<file path="config.mk">
export PLATFORM = sky130hd
export DESIGN_NAME = wb_skid_stage
export DESIGN_NICKNAME = d
export VERILOG_FILES = /design/src/rtl/wb_skid_stage.sv
export SDC_FILE = /design/constraint.sdc
export NUM_CORES = 1
export LEC_CHECK = 0
export ABC_CLOCK_PERIOD_IN_PS = 3100
export CAP_MARGIN = 20
export CORE_MARGIN = 4
export CORE_UTILIZATION = 25
export CTS_CLUSTER_SIZE = 20
export DETAILED_ROUTE_END_ITERATION = 10
export DONT_BUFFER_PORTS = 1
export MAX_ROUTING_LAYER = met4
export PLACE_DENSITY = 0.48
export SYNTH_ARGS = -nofsm -noshare
export SYNTH_HDL_FRONTEND = slang
export SYNTH_SLANG_ARGS = --single-unit
</file>
<file path="constraint.sdc">
create_clock -name clk -period 3.1 [get_ports clk]
set_input_delay 0.155 -clock clk [delete_from_list [all_inputs] [get_ports clk]]
set_output_delay 0.155 -clock clk [all_outputs]
set_load 0.1 [all_outputs]
</file>
<file path="src/rtl/wb_skid_stage.sv">
// Writeback skid stage: head + skid register pair with registered in_ready.
// Ports: in_* upstream entry, out_* head entry, flush, occ; fwd_* with WB_FWD_EN.
module wb_skid_stage #(
  parameter int WIDTH = 16,
  parameter int RAW   = 5
) (
  input  logic             clk,
  input  logic             rst_n,
  input  logic             in_valid,
  output logic             in_ready,
  input  logic             in_reg_wen,
  input  logic [RAW-1:0]   in_wr_reg,
  input  logic [WIDTH-1:0] in_result,
  output logic             out_valid,
  input  logic             out_ready,
  output logic             out_reg_wen,
  output logic [RAW-1:0]   out_wr_reg,
  output logic [WIDTH-1:0] out_result,
  input  logic             flush,
  output logic [1:0]       occ
`ifdef WB_FWD_EN
  ,
  input  logic [RAW-1:0]   fwd_rs1,
  input  logic [RAW-1:0]   fwd_rs2,
  output logic             fwd_hit1,
  output logic             fwd_hit2,
  output logic [WIDTH-1:0] fwd_data1,
  output logic [WIDTH-1:0] fwd_data2
`endif
);

  logic             h_v;
  logic             h_wen;
  logic [RAW-1:0]   h_reg;
  logic [WIDTH-1:0] h_res;
  logic             s_v;
  logic             s_wen;
  logic [RAW-1:0]   s_reg;
  logic [WIDTH-1:0] s_res;

  logic accept;
  logic pop;
  logic in_wen;

  assign in_ready = ~s_v;
  assign accept   = in_valid & in_ready;
  assign pop      = h_v & out_ready;
  // writes to x0 travel as bubbles that never write
  assign in_wen   = in_reg_wen & (in_wr_reg != '0);

  assign out_valid   = h_v;
  assign out_reg_wen = h_wen;
  assign out_wr_reg  = h_reg;
  assign out_result  = h_res;
  assign occ         = {1'b0, h_v} + {1'b0, s_v};

  always_ff @(posedge clk or negedge rst_n) begin
    if (!rst_n) begin
      h_v   <= 1'b0;
      h_wen <= 1'b0;
      h_reg <= '0;
      h_res <= '0;
      s_v   <= 1'b0;
      s_wen <= 1'b0;
      s_reg <= '0;
      s_res <= '0;
    end else if (flush) begin
      h_v <= 1'b0;
      s_v <= 1'b0;
    end else if (!h_v || pop) begin
      if (s_v) begin
        h_v   <= 1'b1;
        h_wen <= s_wen;
        h_reg <= s_reg;
        h_res <= s_res;
        s_v   <= 1'b0;
      end else if (accept) begin
        h_v   <= 1'b1;
        h_wen <= in_wen;
        h_reg <= in_wr_reg;
        h_res <= in_result;
      end else begin
        h_v <= 1'b0;
      end
    end else if (accept) begin
      s_v   <= 1'b1;
      s_wen <= in_wen;
      s_reg <= in_wr_reg;
      s_res <= in_result;
    end
  end

`ifdef WB_FWD_EN
  // skid holds the younger entry, so it takes priority
  always_comb begin
    fwd_hit1  = 1'b0;
    fwd_data1 = '0;
    if (fwd_rs1 != '0) begin
      if (s_v && s_wen && s_reg == fwd_rs1) begin
        fwd_hit1  = 1'b1;
        fwd_data1 = s_res;
      end else if (h_v && h_wen && h_reg == fwd_rs1) begin
        fwd_hit1  = 1'b1;
        fwd_data1 = h_res;
      end
    end
  end

  always_comb begin
    fwd_hit2  = 1'b0;
    fwd_data2 = '0;
    if (fwd_rs2 != '0) begin
      if (s_v && s_wen && s_reg == fwd_rs2) begin
        fwd_hit2  = 1'b1;
        fwd_data2 = s_res;
      end else if (h_v && h_wen && h_reg == fwd_rs2) begin
        fwd_hit2  = 1'b1;
        fwd_data2 = h_res;
      end
    end
  end
`endif

endmodule

</file>
---- Yosys cells after proc, flatten, opt, wreduce, memory -nomap -nowiden ----
Cells that the tools add are included.
operators by class
  $add $sub $neg .......................... 1
  multiplexer cells ....................... 13
  bitwise gates (word level) .............. 6
  reduce and logical (&&, ||, !) cells .... 8
operators by type and width
  operator           count
  $mux 16            2
  $mux 5             2
  $mux 1             9
  $reduce_and 3->1   2
  $reduce_bool 5->1  1
  $reduce_bool 2->1  2
  $and 1x1->1        3
  $not 1->1          3
  $reduce_bool 3->1  1
  $add 1x1->2        1
  $logic_not 1->1    1
  $logic_or 1x1->1   1
storage, ports and cells
  bits in registers ....................... 46
  input bits .............................. 27
  word-level logic and storage cells ...... 36

---- Logic depth before layout (Yosys ltp) ----
Gate-level depths: netlist of run 1.
  depth in word-level cells ............... 6
  depth in mapped cells ................... 5

---- Worst setup path before layout of run 1 ----
OpenSTA, ideal clock, no wires.
  path kind ............................... reg-to-reg
  start point ............................. reg h_v (netlist: out_valid)
  end point ............................... reg s_reg[0]
  arrival ................................. 1.976 ns
  data required time ...................... 2.975 ns
  setup slack ............................. 0.998 ns
  cell stages (with the launch flop) ...... 5
  path buffers ............................ 1
  clock period less this slack ............ 2.102 ns
  cells stage by stage .................... dfrtp_1 -> nand2b_4 -> nor4b_4 -> buf_6 -> mux2_4
on the way
  word-level cells in the longest chain between the ends .. 4
  elaborated cells on any way between the ends .. 5
RTL lines
  item                                                   RTL line  RTL
  start: declaration                                     32        logic h_v;
  start signal: assignment                               59        h_v <= 1'b0;
  start signal: assignment                               68        h_v <= 1'b0;
  start signal: assignment                               72        h_v <= 1'b1;
  $and 1x1->1 / $logic_not 1->1 (equally long branches)  47, 70
  $logic_or 1x1->1 *                                     70        end else if (!h_v || pop) begin
  $not 1->1 (no line) *                                  n/a
  $reduce_and 3->1 (no line) *                           n/a
  end signal: assignment                                 88        s_reg <= in_wr_reg;
  end: declaration                                       38        logic [RAW-1:0] s_reg;
Every way passes the cells marked *; elsewhere a longest branch is shown, timed or not.
A chain may end at the register's enable or synchronous reset.

---- Worst setup path in the final report of run 1 ----
  start point ............................. reg h_v (netlist: out_valid)
  end point ............................... reg h_res[11] (netlist: out_result[11])
on the way
  word-level cells in the longest chain between the ends .. 3
  elaborated cells on any way between the ends .. 4
RTL lines
  item                                                   RTL line  RTL
  $and 1x1->1 / $logic_not 1->1 (equally long branches)  47, 70
  $logic_or 1x1->1 *                                     70
  $reduce_and 3->1 (no line) *                           n/a
  end signal: assignment                                 75        h_res <= s_res;
  end signal: assignment                                 81        h_res <= in_result;
  end: declaration                                       35        logic [WIDTH-1:0] h_res;
Marked as above.

==> results of run 1 <==
## area by class of cell
| cell class | instances | share of cell area |
|---|---|---|
| well taps | 105 | 0.0499 |
| clock buffers | 6 | 0.0314 |
| inverters | 3 | 0.00428 |
| clock inverters | 2 | 0.0228 |
| multi-input cells | 78 | 0.349 |
| flip-flops and latches | 46 | 0.437 |
| repair buffers | 28 | 0.105 |
## cell families (layout without fill, tap and decap cells)
family                     Yosys count  after routing  share of synthesized area
muxes                               64             64                      0.369
DFF                                 46             46                      0.538
buffers and inverters               10             39                     0.0327
and+or+nand+nor                      8              8                     0.0392
AOI/OAI and AO/OA                    5              5                     0.0152
adders and majority gates            1              1                    0.00584
## repair_timing
item | CTS | global route
gates resized for setup | 0 | 0
hold endpoints to repair | 55 | 10
hold buffers | 10 | 10
## worst paths after layout
kind,endpoint,slack (ns),depth (start not counted)
setup / recovery,out_result[11],1.16,4
hold / removal,s_res[6],0.01,1
setup reg to reg,out_result[11],1.16,4
hold reg to reg,s_res[12],0.51,1
max in group asynchronous,out_result[4],2.51,2
min in group asynchronous,s_reg[0],0.38,2
## cell usage in the layout, fill, tap and decap left out
| cell | Yosys | routed |
|---|---|---|
| mux2_2 | 43 | 43 |
| mux2i_1 | 1 | 1 |
| nand2_1 | 1 | 1 |
| ha_1 | 1 | 1 |
| nor2_2 | 1 | 1 |
| buf_4 | 2 | 8 |
| nor3_1 | 1 | 1 |
| nor3_4 | 1 | 1 |
| a31oi_1 | 1 | 1 |
| o31a_1 | 1 | 1 |
| o21ai_0 | 1 | 1 |
| mux2_4 | 19 | 19 |
| inv_1 | 3 | 3 |
| dlygate4sd3_1 | 0 | 19 |
| dfrtp_1 | 46 | 46 |
| or4_1 | 1 | 1 |
| buf_16 | 0 | 1 |
| and2b_1 | 1 | 1 |
| o211ai_1 | 1 | 1 |
| bufinv_16 | 0 | 2 |
| mux2_1 | 1 | 1 |
| nand2b_4 | 1 | 1 |
| clkbuf_8 | 0 | 6 |
| nor4b_4 | 1 | 1 |
| a21oi_1 | 1 | 1 |
## where the power goes
part	leakage (nW)	internal [mW]	switching [mW]
clock	0.0714	0.344	0.194
sequential	0.553	0.719	0.494
combinational	0.485	0.178	0.0928
total	1.11	1.24	0.780
## metrics by stage
stage	worst slack [ns]	utilization	cells
finish	1.16	0.319	268
global route	1.07	0.319	268
CTS	1.13	0.307	258
detailed placement	1.15	0.275	240
global placement	1.18	0.275	240
floorplan	0.998	-	134
## worst register-to-register path, cell delays in order, from the launching register on
cell,delay [ns]
dfrtp_1,0.44
and2b_1,0.23
nor3_4,0.47
buf_4,0.33
mux2_2,0.36
## cells in the mapped netlist, drive strengths merged
| master | n | area, µm² |
|---|---|---|
| nand2b | 1 | 13.8 |
| or4 | 1 | 7.51 |
| inv | 3 | 11.3 |
| mux2 | 63 | 781 |
| nor3 | 2 | 21.3 |
| a21oi | 1 | 5.00 |
| o31a | 1 | 8.76 |
| o211ai | 1 | 7.51 |
| nor4b | 1 | 23.8 |
| nand2 | 1 | 3.75 |
| and2b | 1 | 7.51 |
| buf | 7 | 58.8 |
| dfrtp | 46 | 1150 |
| ha | 1 | 12.5 |
| a31oi | 1 | 6.26 |
| mux2i | 1 | 10.0 |
| nor2 | 1 | 6.26 |
| o21ai | 1 | 5.00 |
## layer usage
layer | wire, µm | up-vias
li1 | - | 531
met1 | 1710 | 638
met2 | 2550 | 24
met3 | 292 | 4
met4 | 68 | 0
met5 | 0 | -
==> metrics.csv, run 1 <==
metric,value,unit
Lkg Pwr,1.11,nW
M3 GR Usage,0.0325,
nature of the critical path startpoint,flip-flop,
DIE WIDTH,101,µm
via count,1197,
Critical Setup Path Class,flip-flop to flip-flop,
"CP delay by family, top",simple AND/OR/NAND/NOR gates,
ant diodes,0,
RSZ-0062 raised after global routing,false,
Final Wtd Congestion,0.696,
pwr/cell area,767,mW/mm²
Syn. warnings,0,
Hold Fails Final Rpt,0,
crit share post-route,0.625,
# Max-Cap Violations,0,
post-synthesis cell count,134,
Synth Net Count,162,
starting density of the core,0.259,
nets,190,
clock latency on the worst-skew pair,0.29,ns
largest net degree at the start of global routing,47,
Seq cells post-synth,46,
worst hold-check path type,primary input to flip-flop,
Core ar.,0.00826,mm²
clock-pin slew on the worst setup and hold paths,0.09,ns
Tmin final,1.94,ns
flip-flop and latch area,0.00115,mm²
gr busiest metal,met2,
Setup crit start,out_valid,
row cnt,33,
DR DRC count,0,
max-slew violations,0,
highest-delay cell along the critical path,nor3_4,
post-layout power,2.02,mW
GRT met2 Usage,0.163,
drt via density,4.47,
Post-CTS Setup Inserts,0,
library cells used by synthesis,23,
final setup violation count,0,
worst slew pin tran,0.947,ns
placed cell areas,0.00227,mm²
VDD IR max,230,µV
Mapped Area,0.00214,mm²
antenna violations before repair,0,
GRT overflow,0,
status,finished clean,
share of cells above drive strength 1,0.509,
CP Cell Sequence,and2b_1 -> nor3_4 -> buf_4 -> mux2_2,
buffer and inverter count on the worst path,1,
CTS H-tree depth,2,
FMAX,0.516,GHz
DRT antenna net count,0,
die area,0.0101,mm²
post-route setup TNS,0,ns
CTS Buf Count,5,
Filler cells,820,
Synth Area per Inst,16.0,µm²
Max Fanout on Critical Path,13,
I/O pins,53,
Pre-antenna DRT Iters,3,
1st-iter DRT viols,21,
drt wl/cell,17.2,µm
HP Start,in_result[6],
Fin Clk Skew,0.00821,ns
CTS tree,built,
Port Buffers,0,
root buffer cell,clkbuf_8,
GR Util met1,0.0960,
worst hold slack,0.0116,ns
Crit. End Element,flip-flop,
sequential fraction of the synthesis area,0.538,
Sink Count,46,
Tot GR Track Use,0.0929,
vias in the first global route,1320,
WP data required,3.28,ns
slew margin rel.,0.369,
Crit path arrival time,2.12,ns
R2R Path Start,out_valid,
final instance area,0.00263,mm²
multi-input logic area,920,µm²
DIE HEIGHT,101,µm
first-pass GRT wire length,7070,µm
Layout area overhead,23.0,%
DP HPWL,3240,µm
max incr delay on CP,0.47,ns
worst-case clock buffer depth,2,
Total Wirelength,4620,µm
No activity file was read; power rests on OpenSTA's default activity.
==> run 2: changes to the inputs <==
--- a/config.mk
+++ b/config.mk
@@ -5,7 +5,7 @@
 export SDC_FILE = /design/constraint.sdc
 export NUM_CORES = 1
 export LEC_CHECK = 0
-export ABC_CLOCK_PERIOD_IN_PS = 3100
+export ABC_CLOCK_PERIOD_IN_PS = 1650
 export CAP_MARGIN = 20
 export CORE_MARGIN = 4
 export CORE_UTILIZATION = 25
@@ -13,7 +13,7 @@
 export DETAILED_ROUTE_END_ITERATION = 10
 export DONT_BUFFER_PORTS = 1
 export MAX_ROUTING_LAYER = met4
-export PLACE_DENSITY = 0.48
+export PLACE_DENSITY = 0.5
 export SYNTH_ARGS = -nofsm -noshare
 export SYNTH_HDL_FRONTEND = slang
 export SYNTH_SLANG_ARGS = --single-unit
==> constraint.sdc (replaced) <==
create_clock -name clk -period 1.65 [get_ports clk]
set_input_delay 0.0825 -clock clk [delete_from_list [all_inputs] [get_ports clk]]
set_output_delay 0.0825 -clock clk [all_outputs]
set_load 0.1 [all_outputs]
==> run 2 against run 1 <==
  * Register-to-register slack worse by 1.1 ns
  * Critical path depth stayed put
  * Clock power is 34% higher
  * Clock skew is 0.0031 ns lower
  * Wire length is 16% higher
  * Hold slack better by 0.020 ns
  * Setup slack worse by 1.1 ns
  * Critical path type is now flip-flop to primary output
==> metrics.csv, run 2 (synthesized netlist as in run 1, its figures left out) <==
metric,value,unit,change
Port Buffers,0,,unchanged
share of cells above drive strength 1,0.594,,was 0.509
RSZ-0062 raised after global routing,false,,unchanged
nature of the critical path startpoint,flip-flop,,unchanged
Fin Clk Skew,0.00513,ns,was 0.00821 ns
row cnt,33,,unchanged
drt via density,4.31,,was 4.47
WP data required,1.57,ns,was 3.28 ns
CTS Buf Count,5,,unchanged
Max Fanout on Critical Path,12,,was 13
clock latency on the worst-skew pair,0.30,ns,was 0.29 ns
Critical Setup Path Class,flip-flop to primary output,,was flip-flop to flip-flop
DRT antenna net count,0,,unchanged
nets,229,,was 190
DR DRC count,0,,unchanged
placed cell areas,0.00253,mm²,was 0.00227 mm²
VDD IR max,618,µV,was 230 µV
DIE WIDTH,101,µm,unchanged
Crit. End Element,primary output,,was flip-flop
via count,1324,,was 1197
root buffer cell,clkbuf_8,,unchanged
Lkg Pwr,1.31,nW,was 1.11 nW
Sink Count,46,,unchanged
FMAX,0.623,GHz,
Tot GR Track Use,0.116,,was 0.0929
worst slew pin tran,0.287,ns,was 0.947 ns
die area,0.0101,mm²,unchanged
Layout area overhead,42.3,%,was 23.0%
dpl cells,265,,was 240
Crit path arrival time,1.52,ns,was 2.12 ns
worst hold slack,0.0317,ns,was 0.0116 ns
CTS tree,built,,unchanged
worst-case clock buffer depth,2,,unchanged
first-pass GRT wire length,8660,µm,was 7070 µm
# Max-Cap Violations,0,,unchanged
final instance area,0.00305,mm²,was 0.00263 mm²
final setup violation count,0,,unchanged
fin util,0.369,,was 0.319
crit share post-route,0.972,,
GRT overflow,0,,unchanged
drt wl/cell,17.5,µm,was 17.2 µm
cell-internal power,2.22,mW,was 1.24 mW
"most common cell after layout, fill and taps aside",dfrtp_1,,unchanged
1st-iter DRT viols,27,,was 21
starting density of the core,0.259,,unchanged
CTS H-tree depth,2,,unchanged
antenna violations before repair,0,,unchanged
ant diodes,0,,unchanged
most frequent cells in the layout,"44 x dfrtp_1, 41 x mux2_2, 33 x buf_4",,"was 46 x dfrtp_1, 43 x mux2_2, 19 x mux2_4, 19 x dlygate4sd3_1, 8 x buf_4"
pre-CTS setup slack,-0.00590,ns,was 1.15 ns
slew margin rel.,0.810,,was 0.369
I/O pins,53,,unchanged
largest net degree at the start of global routing,47,,unchanged
Seq pwr share,0.402,,was 0.600
Clock power frac,0.193,,was 0.266
Sw Ratio,0.406,,was 0.386
Final Non-Filler Cells,307,,was 268
Comb pwr share,0.405,,was 0.134
worst hold-check path type,primary input to flip-flop,,unchanged
clock-pin slew on the worst setup and hold paths,0.09,ns,about the same
Pre-antenna DRT Iters,3,,unchanged
Hold Fails Final Rpt,0,,unchanged
pwr/cell area,1230,mW/mm²,was 767 mW/mm²
max-slew violations,0,,unchanged
vias in the first global route,1577,,was 1320
Total Wirelength,5370,µm,was 4620 µm
post-route worst setup slack,0.0456,ns,was 1.16 ns
DP HPWL,3240,µm,about the same
DIE HEIGHT,101,µm,unchanged
Final Wtd Congestion,0.743,,was 0.696
Core ar.,0.00826,mm²,unchanged
Net Switching,1.52,mW,was 0.780 mW
status,finished clean,,unchanged
Tmin final,1.60,ns,
[run 2: path summary, 6_finish.rpt]
kind | start | end | slack [ns] | cells past startpoint
worst max register to register | out_valid | out_result[0] | 0.06 | 4
worst min register to register | s_res[13] | s_res[13] | 0.51 | 1
worst min-delay path | in_wr_reg[3] | s_wen | 0.03 | 2
max in group asynchronous | rst_n | out_valid | 1.12 | 2
min in group asynchronous | rst_n | s_reg[4] | 0.30 | 2
worst max-delay path | s_v | occ[0] | 0.05 | 4
[run 2: timing repair]
item                                    4_1_cts  5_1_grt
endpoints found under the hold margin        71        0
hold buffers                                 25        0
pin swaps                                     1        1
gates resized for setup                       4        2
gates cloned                                  3        1
endpoints found under the setup margin        2       21
buffers inserted                              4        1
[run 2: worst max-delay path: stages, from the launching register on]
cell and delay, ns:
dfrtp_2 0.44, buf_12 0.13, buf_4 0.20, ha_4 0.30, buf_12 0.16
[run 2: through the flow]
| step | setup TNS [ns] | power [mW] |
|---|---|---|
| final | 0 | 3.74 |
| after global routing | 0 | 3.89 |
| after CTS | 0 | 3.76 |
| after detailed placement | -0.00902 | 2.93 |
| after global placement | 0 | 2.90 |
| after floorplan | -1.89 | 2.64 |
[run 2: cell type report]
| class | instances | area (µm²) |
|---|---|---|
| fill | 799 | 5210 |
| sequential | 46 | 1160 |
| multi-input combinational | 78 | 940 |
| timing repair buffer | 67 | 712 |
| tap | 105 | 131 |
| clock buffer | 7 | 86.3 |
| inverter | 3 | 15.0 |
| clock inverter | 1 | 5.00 |
[run 2: routing by layer]
metal  part of all wire  vias to the layer above  global-route usage
met1               0.44                      666               0.144
met2               0.49                       32               0.185
met3              0.050                        9              0.0263
met4              0.018                        0              0.0404
li1                   -                      617                   -
met5                  0                        -                   -
[run 2: power by group through the flow]
stage | combinational (mW) | sequential, mW | clock (mW)
detailed placement | 1.41 | 1.52 | 0
global placement | 1.39 | 1.51 | 0
CTS | 1.52 | 1.50 | 0.738
finish | 1.51 | 1.50 | 0.723
floorplan | 0.388 | 2.25 | 0
global route | 1.57 | 1.53 | 0.790
==> run 3: changes to the inputs <==
--- a/config.mk
+++ b/config.mk
@@ -5,6 +5,7 @@
 export SDC_FILE = /design/constraint.sdc
 export NUM_CORES = 1
 export LEC_CHECK = 0
+export ABC_AREA = 1
 export ABC_CLOCK_PERIOD_IN_PS = 1650
 export CAP_MARGIN = 20
 export CORE_MARGIN = 4
==> run 3 against run 2 <==
  * Sequential power shrank 3%
  * Clock-buffer cell count is the same
  * Area after synthesis grew 0.47%
  * Final cell count grew 33%
  * Total power shrank 9.7%
  * Via count grew 26%
  * Die area grew 0.44%
==> metrics.csv, run 3 <==
metric,value,unit,change
worst hold-check path type,primary input to flip-flop,,unchanged
Total Wirelength,4970,µm,was 5370 µm
Synth Area in Compound Gates,0.130,,was 0.0152
Filler cells,878,,was 799
Synth Net Count,279,,was 162
starting density of the core,0.259,,about the same
# Max-Cap Violations,0,,unchanged
Seq cells post-synth,46,,unchanged
Post-CTS Setup Inserts,0,,was 4
Seq pwr share,0.430,,was 0.402
drt via density,4.09,,was 4.31
sequential fraction of the synthesis area,0.535,,was 0.538
final setup violation count,0,,unchanged
first-pass GRT wire length,8540,µm,was 8660 µm
DR DRC count,0,,unchanged
Tmin final,1.56,ns,was 1.60 ns
largest net degree at the start of global routing,47,,unchanged
die area,0.0102,mm²,was 0.0101 mm²
Comb pwr share,0.365,,was 0.405
final instance area,0.00280,mm²,was 0.00305 mm²
crit share post-route,0.942,,was 0.972
DP HPWL,3400,µm,was 3240 µm
Max Fanout on Critical Path,21,,was 12
share of cells above drive strength 1,0.212,,was 0.594
vias in the first global route,1716,,was 1577
root buffer cell,clkbuf_8,,unchanged
Core ar.,0.00830,mm²,was 0.00826 mm²
Net Switching,1.41,mW,was 1.52 mW
placed cell areas,0.00243,mm²,was 0.00253 mm²
"Async S/R FF share, synth",1.00,,unchanged
post-route setup TNS,0,ns,unchanged
Layout area overhead,30.2,%,was 42.3%
pwr/cell area,1210,mW/mm²,was 1230 mW/mm²
most frequent cells in the layout,"111 x nand2_1, 45 x dfrtp_1, 28 x buf_4",,"was 44 x dfrtp_1, 41 x mux2_2, 33 x buf_4"
RSZ-0062 raised after global routing,false,,unchanged
VDD IR max,401,µV,was 618 µV
CTS H-tree depth,2,,unchanged
Synth top cells by count,"111 x nand2_1, 46 x dfrtp_1, 22 x inv_1, 21 x o21ai_0, 16 x o21ai_2",,"was 46 x dfrtp_1, 43 x mux2_2, 19 x mux2_4, 3 x buf_6, 3 x inv_1"
row cnt,33,,unchanged
CTS Buf Count,5,,unchanged
clock-pin slew on the worst setup and hold paths,0.09,ns,about the same
Critical Setup Path Class,flip-flop to primary output,,unchanged
Port Buffers,0,,unchanged
DIE HEIGHT,101,µm,about the same
CTS tree,built,,unchanged
Simple-Gate Fraction of Synth Area,0.235,,was 0.0392
Tot GR Track Use,0.109,,was 0.116
Hold Fails Final Rpt,0,,unchanged
I/O pins,53,,unchanged
"Top FF cell, synth",dfrtp_1,,unchanged
post-synthesis adder-cell area fraction,0.00582,,was 0.00584
ant diodes,0,,unchanged
"most common cell after layout, fill and taps aside",nand2_1,,was dfrtp_1
nets,330,,was 229
max-slew violations,0,,unchanged
Crit. End Element,primary output,,unchanged
Synth Area per Inst,8.57,µm²,was 16.0 µm²
Syn. warnings,0,,unchanged
Pre-antenna DRT Iters,4,,was 3
most frequent cell after synthesis,nand2_1,,was dfrtp_1
largest family of logic cells by synthesized area,simple AND/OR/NAND/NOR gates,,was multiplexers
1st-iter DRT viols,51,,was 27
post-synthesis cell count,251,,was 134
Mapped Area,0.00215,mm²,was 0.00214 mm²
Crit path arrival time,1.47,ns,was 1.52 ns
"area leader, netlist",dfrtp_1,,unchanged
status,finished clean,,unchanged
synth top area cells,"dfrtp_1 54%, nand2_1 19%, o21ai_2 6.5%",,"was dfrtp_1 54%, mux2_2 23%, mux2_4 13%"
DIE WIDTH,101,µm,about the same
clock latency on the worst-skew pair,0.29,ns,was 0.30 ns
library cells used by synthesis,21,,was 23
Lkg Pwr,1.40,nW,was 1.31 nW
Clock power frac,0.204,,was 0.193
WP data required,1.57,ns,about the same
Sw Ratio,0.416,,was 0.406
Fin Clk Skew,0.00756,ns,was 0.00513 ns
Final Wtd Congestion,0.657,,was 0.743
cell-internal power,1.97,mW,was 2.22 mW
drt wl/cell,12.2,µm,was 17.5 µm
Synth Area in XOR/XNOR,0,,unchanged
slew margin rel.,0.737,,was 0.810
post-synthesis mux area share,0,,was 0.369
nature of the critical path startpoint,flip-flop,,unchanged
antenna violations before repair,0,,unchanged
FMAX,0.643,GHz,was 0.623 GHz
DRT antenna net count,0,,unchanged
via count,1666,,was 1324
worst-case clock buffer depth,2,,unchanged
Post-synth EDFFs,0,,unchanged
Yosys top cell area share,0.535,,was 0.538
worst slew pin tran,0.394,ns,was 0.287 ns
Sink Count,46,,unchanged
GRT overflow,0,,unchanged
worst hold slack,0.0206,ns,was 0.0317 ns
run 3: cell types whose count changed after synthesis, sizes merged, moves of 2 or more:
cell    change
nor2        +6
nand3       +2
inv        +21
mux2       -63
nand2     +112
buf         +4
o21ai      +42
clkbuf      +2
run 3: what timing repair did:
| item | in CTS | in global routing |
|---|---|---|
| gates resized for setup | 0 | 1 |
| endpoints found under the setup margin | 0 | 1 |
| endpoints found under the hold margin | 70 | 0 |
| hold buffers | 26 | 0 |
run 3: metrics by stage:
stage | power (mW) | instances | utilization | worst slack, ns
after floorplan | 2.41 | 251 | - | 0.126
after CTS | 3.44 | 407 | 0.337 | 0.0106
final | 3.38 | 407 | 0.337 | 0.0949
after detailed placement | 2.65 | 374 | 0.293 | 0.343
after global placement | 2.63 | 374 | 0.293 | 0.390
after global routing | 3.58 | 407 | 0.337 | 0.0248
run 3: layout make-up:
class | instances | area (µm²) | share of cell area
inverters | 24 | 90.1 | 0.0322
multi-input cells | 168 | 801 | 0.286
clock buffers | 7 | 86.3 | 0.0308
repair buffers | 57 | 539 | 0.193
flip-flops and latches | 46 | 1150 | 0.412
well taps | 105 | 131 | 0.0469
run 3: kinds of logic after synthesis:
group | after synthesis
flops | 46
fa+ha+maj | 1
buf+inv | 37
simple gates | 123
compound gates | 44
run 3: metal layers:
layer | GRT usage | wire length [µm] | vias to the layer above
met5 | - | 0 | -
met4 | 0.0311 | 58 | 0
met3 | 0.0256 | 230 | 4
met2 | 0.177 | 2340 | 38
met1 | 0.137 | 2350 | 750
li1 | - | - | 874
run 3: worst paths after layout:
kind	start	slack, ns	to	cells after the start
worst max-delay path	s_v	0.09	occ[0]	3
worst min-delay path	out_ready	0.02	s_v	3
worst max register to register	s_v	0.31	out_result[15]	6
min in group asynchronous	rst_n	0.31	out_result[13]	2
worst min register to register	out_result[10]	0.49	out_result[10]	2
max in group asynchronous	rst_n	1.09	s_res[9]	2
run 3: worst max-delay path: stages (launching register included):
cell	delay, ns
dfrtp_1	0.45
buf_6	0.20
ha_2	0.35
buf_12	0.17
run 3: power by group through the flow:
| stage | sequential (mW) | clock (mW) | combinational, mW |
|---|---|---|---|
| after floorplan | 2.09 | 0 | 0.316 |
| after global placement | 1.47 | 0 | 1.16 |
| after detailed placement | 1.48 | 0 | 1.17 |
| after CTS | 1.46 | 0.737 | 1.25 |
| after global routing | 1.48 | 0.777 | 1.32 |
| final | 1.45 | 0.690 | 1.23 |
